**config.mk**
```make
export PLATFORM = sky130hd
export DESIGN_NAME = guess_display
export DESIGN_NICKNAME = d
export VERILOG_FILES = /design/src/rtl/guess_display.sv
export SDC_FILE = /design/constraint.sdc
export NUM_CORES = 1
export LEC_CHECK = 0
export BUFFER_PORTS_ARGS = -buffer_cell sky130_fd_sc_hd__buf_2
export CAP_MARGIN = 20
export CORE_ASPECT_RATIO = 1.2
export CORE_MARGIN = 2
export CORE_UTILIZATION = 40
export CTS_CLUSTER_DIAMETER = 150
export DETAILED_ROUTE_END_ITERATION = 8
export HOLD_SLACK_MARGIN = 0.02
export PLACE_DENSITY_LB_ADDON = 0.3
export SYNTH_ARGS = -nofsm -noshare
export SYNTH_HDL_FRONTEND = slang
export SYNTH_SLANG_ARGS = --single-unit
```
**constraint.sdc**
```tcl
create_clock -name clk -period 2.9 [get_ports clk]
set_input_delay 0.145 -clock clk [delete_from_list [all_inputs] [get_ports clk]]
set_output_delay 0.145 -clock clk [all_outputs]
set_load 0.03 [all_outputs]
```
**src/rtl/guess_display.sv**
```systemverilog
// rtl/guess_display.sv - guess counter, double-dabble BCD engine and 4-digit muxed 7-segment driver
module guess_display #(
    parameter int SCAN_DIV = 50000
) (
    input  logic       clk,
    input  logic       rst,
    input  logic       enter,
    input  logic       done,
    input  logic       outrange,
    input  logic [7:0] LL,
    input  logic [7:0] HL,
    output logic [6:0] seg,
    output logic [3:0] an,
    output logic [6:0] tries,
    output logic       busy
);

    localparam int CW = (SCAN_DIV > 2) ? $clog2(SCAN_DIV) : 1;

    localparam logic [6:0] G_BLANK = 7'h7F;
    localparam logic [6:0] G_DASH  = 7'h3F;
    localparam logic [6:0] G_E     = 7'h06;
    localparam logic [6:0] G_R     = 7'h2F;
    localparam logic [6:0] G_D     = 7'h21;

    typedef enum logic [1:0] {IDLE, LOAD, SHIFT, STORE} state_t;

    state_t      state;
    state_t      state_n;
    logic [2:0]  shcnt;
    logic [1:0]  sel;
    logic [11:0] acc;
    logic [7:0]  bin;
    logic [7:0]  src;
    logic [11:0] acc_adj;
    logic [11:0] ll_bcd;
    logic [11:0] hl_bcd;
    logic [11:0] tr_bcd;
    logic        valid;

    logic        enter_q;
    logic        rise;

    logic [CW-1:0] cnt;
    logic [1:0]    k;
    logic [1:0]    k_n;
    logic [6:0]    digit_seg;

    function automatic logic [6:0] glyph(input logic [3:0] d);
        logic [6:0] g;
        case (d)
            4'd0:    g = 7'h40;
            4'd1:    g = 7'h79;
            4'd2:    g = 7'h24;
            4'd3:    g = 7'h30;
            4'd4:    g = 7'h19;
            4'd5:    g = 7'h12;
            4'd6:    g = 7'h02;
            4'd7:    g = 7'h78;
            4'd8:    g = 7'h00;
            4'd9:    g = 7'h10;
            default: g = G_BLANK;
        endcase
        return g;
    endfunction

    // Two-digit field: tens (hi=1) or ones of a BCD value, dashes when it overflows 99.
    function automatic logic [6:0] field(input logic [11:0] b, input logic hi);
        logic [6:0] g;
        if (b[11:8] != 4'd0)
            g = G_DASH;
        else if (hi)
            g = glyph(b[7:4]);
        else
            g = glyph(b[3:0]);
        return g;
    endfunction

    function automatic logic [11:0] dd_adjust(input logic [11:0] a);
        logic [11:0] r;
        r = a;
        for (int i = 0; i < 3; i++) begin
            if (a[4*i +: 4] >= 4'd5)
                r[4*i +: 4] = a[4*i +: 4] + 4'd3;
        end
        return r;
    endfunction

    // Guess counter
    assign rise = enter & ~enter_q;

    always_ff @(posedge clk) begin
        if (rst) begin
            enter_q <= 1'b0;
            tries   <= 7'd0;
        end else begin
            enter_q <= enter;
            if (rise && !done && tries != 7'd99)
                tries <= tries + 7'd1;
        end
    end

    // BCD engine FSM
    always_ff @(posedge clk) begin
        if (rst)
            state <= IDLE;
        else
            state <= state_n;
    end

    always_comb begin
        state_n = state;
        busy    = 1'b0;
        case (state)
            IDLE:  state_n = LOAD;
            LOAD: begin
                busy    = 1'b1;
                state_n = SHIFT;
            end
            SHIFT: begin
                busy = 1'b1;
                if (shcnt == 3'd7)
                    state_n = STORE;
            end
            STORE: state_n = LOAD;
            default: state_n = IDLE;
        endcase
    end

    always_comb begin
        case (sel)
            2'd0:    src = LL;
            2'd1:    src = HL;
            default: src = {1'b0, tries};
        endcase
    end

    assign acc_adj = dd_adjust(acc);

    always_ff @(posedge clk) begin
        if (rst) begin
            sel    <= 2'd0;
            acc    <= 12'd0;
            bin    <= 8'd0;
            shcnt  <= 3'd0;
            valid  <= 1'b0;
            ll_bcd <= 12'd0;
            hl_bcd <= 12'd0;
            tr_bcd <= 12'd0;
        end else begin
            case (state)
                LOAD: begin
                    bin   <= src;
                    acc   <= 12'd0;
                    shcnt <= 3'd0;
                end
                SHIFT: begin
                    {acc, bin} <= {acc_adj[10:0], bin, 1'b0};
                    shcnt      <= shcnt + 3'd1;
                end
                STORE: begin
                    case (sel)
                        2'd0:    ll_bcd <= acc;
                        2'd1:    hl_bcd <= acc;
                        default: tr_bcd <= acc;
                    endcase
                    if (sel == 2'd2) begin
                        sel   <= 2'd0;
                        valid <= 1'b1;
                    end else begin
                        sel <= sel + 2'd1;
                    end
                end
                default: ;
            endcase
        end
    end

    // Scan timing
    always_ff @(posedge clk) begin
        if (rst) begin
            cnt <= '0;
            k   <= 2'd0;
        end else if (cnt == CW'(SCAN_DIV - 1)) begin
            cnt <= '0;
            k   <= k_n;
        end else begin
            cnt <= cnt + 1'b1;
        end
    end

    assign k_n = k + 2'd1;

    // Digit content selection, d3 is leftmost (k=3)
    always_comb begin
        digit_seg = G_BLANK;
        if (!valid) begin
            digit_seg = G_BLANK;
        end else if (done) begin
            case (k)
                2'd3:    digit_seg = G_D;
                2'd2:    digit_seg = G_BLANK;
                2'd1:    digit_seg = field(tr_bcd, 1'b1);
                default: digit_seg = field(tr_bcd, 1'b0);
            endcase
        end else if (outrange) begin
            case (k)
                2'd3:    digit_seg = G_BLANK;
                2'd2:    digit_seg = G_E;
                default: digit_seg = G_R;
            endcase
        end else begin
            case (k)
                2'd3:    digit_seg = field(ll_bcd, 1'b1);
                2'd2:    digit_seg = field(ll_bcd, 1'b0);
                2'd1:    digit_seg = field(hl_bcd, 1'b1);
                default: digit_seg = field(hl_bcd, 1'b0);
            endcase
        end
    end

    // seg and an share one register stage so they switch on the same edge
    always_ff @(posedge clk) begin
        if (rst) begin
            an  <= 4'b1110;
            seg <= G_BLANK;
        end else begin
            an  <= ~(4'b0001 << k);
            seg <= digit_seg;
        end
    end

endmodule

```
### Word-level counts from Yosys, hierarchy flattened

Memory sizes are Yosys's and may differ from the RTL's. A register that Yosys moved wholly into a read port is not among the register bits.
Index checks and enable logic that the tools add are counted.

* bits in registers: 101
* bits in latches: 0
* bits in writable memories: 0
* bits in read-only memories: 672
* input port bits: 21
* output and inout bits: 19
* logic and storage cells: 102
* memories kept: 6

* $add $sub $neg: 8
* $mul: 0
* divide/modulo/power cells: 0
* order comparisons: 3
* equal/unequal tests: 12
* shift operators: 1
* mux-type cells: 34
* bitwise operators: 5
* reductions and logical operators: 18

Memories
* (name not given): depth 16, bits a word 7, read ports 1, clocked after memory_dff 1, wr ports 0, RTL line 51 `case (d)`
* (name not given): depth 16, bits a word 7, read ports 1, clocked after memory_dff 1, wr ports 0, RTL line 51
* (name not given): depth 16, bits a word 7, read ports 1, clocked after memory_dff 1, wr ports 0, RTL line 51
* (name not given): depth 16, bits a word 7, read ports 1, clocked after memory_dff 1, wr ports 0, RTL line 51
* (name not given): depth 16, bits a word 7, read ports 1, clocked after memory_dff 1, wr ports 0, RTL line 51
* (name not given): depth 16, bits a word 7, read ports 1, clocked after memory_dff 1, wr ports 0, RTL line 51

Operators with widths (number)
* $mux 4: 14
* $mux 7: 8
* $pmux 7 s3: 2
* $pmux 8 s2: 2
* $pmux 12 s2: 1
* $add 16x1->16 const B: 1
* $eq 16x16->1 const B: 1
* $pmux 7 s2: 1
* $ge 4x3->1 const B: 3
* $reduce_bool 4->1: 3
* $eq 2x2->1 const B: 5
* $reduce_or 2->1: 5
* $add 4x2->4 const B: 2
* $reduce_and 2->1: 4
* $add 7x1->7 const B: 1
* $ne 7x7->1 const B: 1
* $eq 2x1->1 const B: 3
* $pmux 2 s3: 1
* $pmux 3 s2: 1
* $add 2x1->2 const B: 2
* $logic_not 2->1: 2
* $mux 2: 2
* $not 4->4: 1
* $shl 1x2->4 const A: 1
* 11 further kinds: 14

### Logic depth before layout (Yosys ltp)

Gate-level depths: netlist (run 1).

* word-level depth: 6
* gate-level depth with buffers: 11
* depth with buffers taken out: 9

### Least setup slack after synthesis (run 1)

No wires, ideal clock.

* kind: register -> register
* start point: register state[0]
* end point: register with a tool-made name
* setup time: 125 ps
* arrival time: 1942 ps
* slack: 833 ps
* cell stages (with the launch flop): 11
* path buffers: 2
* period minus slack after synthesis: 2067 ps
* cells stage by stage: dfxtp_1 ha_1 nor3b_2 buf_6 buf_6 mux2i_1 nor2_1 inv_1 ha_1 mux2i_1 a21oi_1

RTL lines
* start: declaration: RTL line 28 `state_t state;`
* start signal: assignment: RTL line 108 `state <= state_n;`

==> results of run 1 <==
-- final timing paths --
check,from,endpoint,slack [ns],cells after the start
worst min register to register,cnt[0],cnt[0],0.44,1
worst max register to register,state[0],flip-flop,0.43,8
worst min-delay path,outrange,seg[5],0.13,3
worst max-delay path,state[0],flip-flop,0.43,8
-- worst max-delay path, delay by kind of cell (launching register included) --
kind	cells	cell delay [ns]
AOI/OAI and AO/OA	1	0.10
adders and majority gates	2	0.52
buffers and inverters	1	0.15
DFF	1	0.39
muxes	2	0.34
and+or+nand+nor	2	0.84
-- repair_timing --
action                    CTS  global route
hold buffers                1             0
hold endpoints to repair    1             0
buffers inserted            0             0
-- layout make-up --
| type | instances | area, sq um | share of cell area |
|---|---|---|---|
| multi-input cells | 552 | 3740 | 0.470 |
| clock inverters | 13 | 141 | 0.0178 |
| repair buffers | 53 | 315 | 0.0396 |
| well taps | 220 | 275 | 0.0346 |
| flip-flops and latches | 143 | 2860 | 0.360 |
| clock buffers | 19 | 433 | 0.0544 |
| inverters | 50 | 188 | 0.0236 |
-- routing by layer --
metal	global-route usage	share of wire
met5	0	0
met4	0.0667	0.019
met3	0.0341	0.029
met2	0.286	0.50
met1	0.200	0.45
-- cell usage in the layout (no fill, tap or decap), types with 10 or more instances in the layout --
master | netlist | final
nand3_1 | 10 | 10
a21oi_1 | 64 | 64
buf_2 | 11 | 39
buf_4 | 1 | 12
and3_1 | 10 | 10
xor2_1 | 12 | 12
clkbuf_16 | 0 | 17
o21ai_0 | 44 | 44
xnor2_1 | 12 | 12
dfxtp_1 | 143 | 143
o22ai_1 | 11 | 11
ha_1 | 49 | 49
a22oi_1 | 13 | 13
mux2i_1 | 58 | 58
nand2b_1 | 14 | 14
inv_1 | 50 | 50
nor2_1 | 109 | 109
nand2_1 | 43 | 43
-- power by group --
part	internal (mW)	leakage, nW	switching (mW)	total [mW]
sequential	2.05	1.16	0.0548	2.10
clock	1.27	0.273	0.836	2.10
combinational	0.240	1.91	0.382	0.622
-- kinds of logic after synthesis --
group	Yosys count	synth area share
xor gates and xnor gates	24	0.0299
DFF	143	0.408
adders and majority gates	49	0.0873
AOI/OAI and AO/OA	167	0.140
and+or+nand+nor	248	0.176
buffers and inverters	94	0.0606
muxes	64	0.0987
-- per-stage QoR --
stage | cell area, sq um | instances | total power, mW | hold slack [ns]
finish | 7960 | 1050 | 4.82 | 0.128
floorplan | 7020 | 789 | 2.62 | 0.273
detailed placement | 7370 | 1017 | 2.77 | 0.419
CTS | 7960 | 1050 | 4.89 | 0.106
global route | 7960 | 1050 | 5.06 | 0.168
global placement | 7370 | 1017 | 2.76 | 0.400
==> results_dict.tcl, run 1 <==
set metrics [dict create \
    nets 887 \
    final_util 0.458 \
    synth_edf_count 0 \
    rows 53 \
    portBuffers 39 \
    cp.arrival_ns 2.75 \
    synthToLayoutAreaGrowth_pct 13.3 \
    status "completed" \
    power_density_nw_per_um2 606 \
    antenna_found_initial 0 \
    synthTopCellsByArea "dfxtp_1 41%, ha_1 8.7%, mux2i_1 8.3%, nor2_1 5.8%, a21oi_1 4.6%" \
    gp_congestion 0.809 \
    grt_pass1_wl_um 24700 \
    antenna_cells 0 \
    crit_fanout 8 \
    fp.dieW_um 125 \
    syn_inst 789 \
    wire_per_inst_um 13.9 \
    avgSynthCellArea_sq_um 8.90 \
    finalHoldViolations 0 \
    finalMaxSlewViolations 0 \
    routed_via_density 5.02 \
    start_kind "flip-flop" \
    drive_above_1_share 0.127 \
    initial_core_util 0.404 \
    worst_pin_slew_ns 0.596 \
    hp-class "in2reg" \
    netlist_area_sq_um 7020 \
    setup_violations 0 \
    nFillCells 1745 \
    die_h_um 149 \
    synth.ff_latch_count 143 \
    cts_tree "yes" \
    grt_max_degree 59 \
    yosys.area.top_type "dfxtp_1" \
    ant_nets 0 \
    die_area_sq_um 18600 \
    yosys.cell_count.top_type "dfxtp_1" \
    endpoint_kind "flip-flop" \
    globalRouteOverflowTotal 0 \
    drv_cap 0 \
    place_ws_ns 0.484 \
    crit_path_max_incr_delay_ns 0.47 \
    fin_crit_ns 2.47 \
    cts_max_level 4 \
    finalClockSkew_ns 0.0117 \
    clk_latency_ns 0.43 \
    power.leakage_nw 3.34 \
    syn_nets 859 \
    grt_pass1_vias 5052 \
    worst-setup-path-type "reg2reg" \
    setup_ws_ns 0.425 \
    max_freq_ghz 0.404 \
    synth_flop_cell "dfxtp_1" \
    drt_iter0_markers 271 \
    async_flop_share 0 \
    cts_root_buf "clkbuf_16" \
    clockBufferDepth 2 \
    post-route-period-util 0.853 \
    cts.clk_slew.worst_paths_ns 0.06 \
    grt_setup_unrepaired "false" \
    cts.sinks 143 \
    maxSlewHeadroom 0.599 \
    path_cells "ha_1 -> nor3b_4 -> mux2i_1 -> nor2_1 -> inv_1 -> ha_1 -> mux2i_1 -> a21oi_1" \
    ir_drop_mv 0.349 \
    wirelength_um 14600 \
    vias 5267 \
    yosysSeqAreaShare 0.408 \
    yosysWarnings 0 \
    synth_cell_type_count 57 \
    globalRouteTotalUtil 0.165 \
    firstDrtPassIters 4 \
    netlist_top_cells_count "143 x dfxtp_1, 109 x nor2_1, 64 x a21oi_1" \
    route.detailed.drc 0 \
    ios 40 \
    cts_inserted_buffers 17 \
    cp_slowest_cell "nor3b_4" \
    core_sq_um 17400 \
    tns_ns 0 \
    hpwl_um 10500 \
    synth.top_cell.area_share 0.408 \
    worstPathRequired_ns 3.17 \
    cts_resized 0 \
]
(Power assumes the default switching activity.)
==> inputs of run 2 (changes only) <==
- MAX_ROUTING_LAYER: default -> met4
==> results_dict.tcl, run 2 (synthesized netlist as in run 1, its figures left out) <==
set metrics [dict create \
    cts.sinks 143 \
    hpwl_um 10500 \
    final_common_cell "dfxtp_1" \
    start_kind "flip-flop" \
    setup_violations 0 \
    cts_max_level 4 \
    max_freq_ghz 0.407 \
    clk_latency_ns 0.43 \
    globalRouteOverflowTotal 0 \
    portBuffers 39 \
    hp-start "outrange" \
    antenna_cells 0 \
    final_area_sq_um 7960 \
    finalHoldViolations 0 \
    power_density_nw_per_um2 606 \
    status "completed" \
    nets 887 \
    antenna_found_initial 0 \
    cp.arrival_ns 2.73 \
    die_h_um 149 \
    post-route-period-util 0.848 \
    cts_inserted_buffers 17 \
    grt_pass1_wl_um 24800 \
    synthToLayoutAreaGrowth_pct 13.3 \
    clockBufferDepth 2 \
    reg2reg_from "state[0]" \
    firstDrtPassIters 5 \
    die_area_sq_um 18600 \
    worstHoldEndpoint "seg[5]" \
    crit_family "simple AND/OR/NAND/NOR gates" \
    postCtsSetupRepairBufs 0 \
    maxSlewHeadroom 0.560 \
    ir_drop_mv 0.344 \
    path_buf_inv 1 \
    drive_above_1_share 0.127 \
    fin_crit_ns 2.46 \
    worstPathRequired_ns 3.17 \
    worst_pin_slew_ns 0.654 \
    route.detailed.drc 0 \
    ant_nets 0 \
    fp.dieW_um 125 \
    globalRouteTotalUtil 0.170 \
    grt_setup_unrepaired "false" \
    ff2ff_path_depth 8 \
    r2r_setup_slack_ns 0.44 \
    drv_cap 0 \
    wire_per_inst_um 13.9 \
    nFillCells 1745 \
    hp-class "in2reg" \
    cp_slowest_cell "nor3b_4" \
    min_path_cells 3 \
    rows 53 \
    tns_ns 0 \
    vias 5238 \
    cts_tree "yes" \
    final_util 0.458 \
    initial_core_util 0.404 \
    routed_via_density 4.99 \
    path_cells "ha_1 -> nor3b_4 -> mux2i_1 -> nor2_1 -> inv_1 -> ha_1 -> mux2i_1 -> a21oi_1" \
    finalClockSkew_ns 0.0151 \
    grt_pass1_vias 5059 \
    crit_path_max_incr_delay_ns 0.46 \
    wirelength_um 14600 \
    ios 40 \
    crit_fanout 8 \
    drt_iter0_markers 276 \
    hold_ws_ns 0.128 \
    power.leakage_nw 3.34 \
    final_cell_mix "143 x dfxtp_1, 109 x nor2_1, 64 x a21oi_1" \
    core_sq_um 17400 \
    grt_max_degree 59 \
    worst-setup-path-type "reg2reg" \
    endpoint_kind "flip-flop" \
    finalMaxSlewViolations 0 \
    cts_root_buf "clkbuf_16" \
    cts.clk_slew.worst_paths_ns 0.06 \
    placed_cell_area_sq_um 7370 \
    gp_congestion 0.820 \
]
[run 2: cell counts in the layout (fill, tap and decap cells not counted)]
No cell type changed its count.
[run 2: repair_timing]
item | in CTS | in global routing
hold buffers | 1 | 0
setup endpoints to repair | 0 | 0
endpoints found under the hold margin | 1 | 0
resized for setup | 0 | 0
[run 2: how the worst max path moves through the flow]
stage                  start         to  slack, ns  cells after the start
floorplan           state[0]  flip-flop       0.83                     10
global placement    state[1]  flip-flop       0.54                      7
detailed placement  state[0]  flip-flop       0.48                      7
CTS                 state[1]  flip-flop       0.46                      7
global route        state[1]  flip-flop       0.16                      8
finish              state[0]  flip-flop       0.44                      8
[run 2: per-layer routing]
metal / GRT usage / vias up / part of all wire
met4: 0.0667 / 0 / 0.011
met3: 0.0341 / 13 / 0.034
met5: - / - / 0
li1: - / 2761 / -
met1: 0.201 / 2386 / 0.45
met2: 0.286 / 78 / 0.50
[run 2: power breakdown]
| group | internal [mW] | total (mW) | switching [mW] |
|---|---|---|---|
| Combinational | 0.240 | 0.622 | 0.381 |
| Clock | 1.27 | 2.10 | 0.831 |
| Sequential | 2.05 | 2.10 | 0.0546 |
[run 2: per-stage QoR]
stage	worst slack, ns	std cells	power (mW)
after floorplan	0.833	789	2.62
after global placement	0.539	1017	2.76
after detailed placement	0.484	1017	2.77
after CTS	0.457	1050	4.89
after global routing	0.156	1050	5.06
final	0.442	1050	4.82
[run 2: final cells by class]
type                            count  area (sq um)  area share
Tap cell                          220           275      0.0346
Multi-Input combinational cell    552          3740       0.470
Clock buffer                       19           433      0.0544
Inverter                           50           188      0.0236
Sequential cell                   143          2860       0.360
Timing Repair Buffer               53           315      0.0396
Clock inverter                     13           141      0.0178
[run 2: worst register-to-register path, cell delays in order, from the launching register on]
cell and delay (ns):
dfxtp_1 0.39, ha_1 0.27, nor3b_4 0.46, mux2i_1 0.16, nor2_1 0.37, inv_1 0.15, ha_1 0.25, mux2i_1 0.17
a21oi_1 0.10
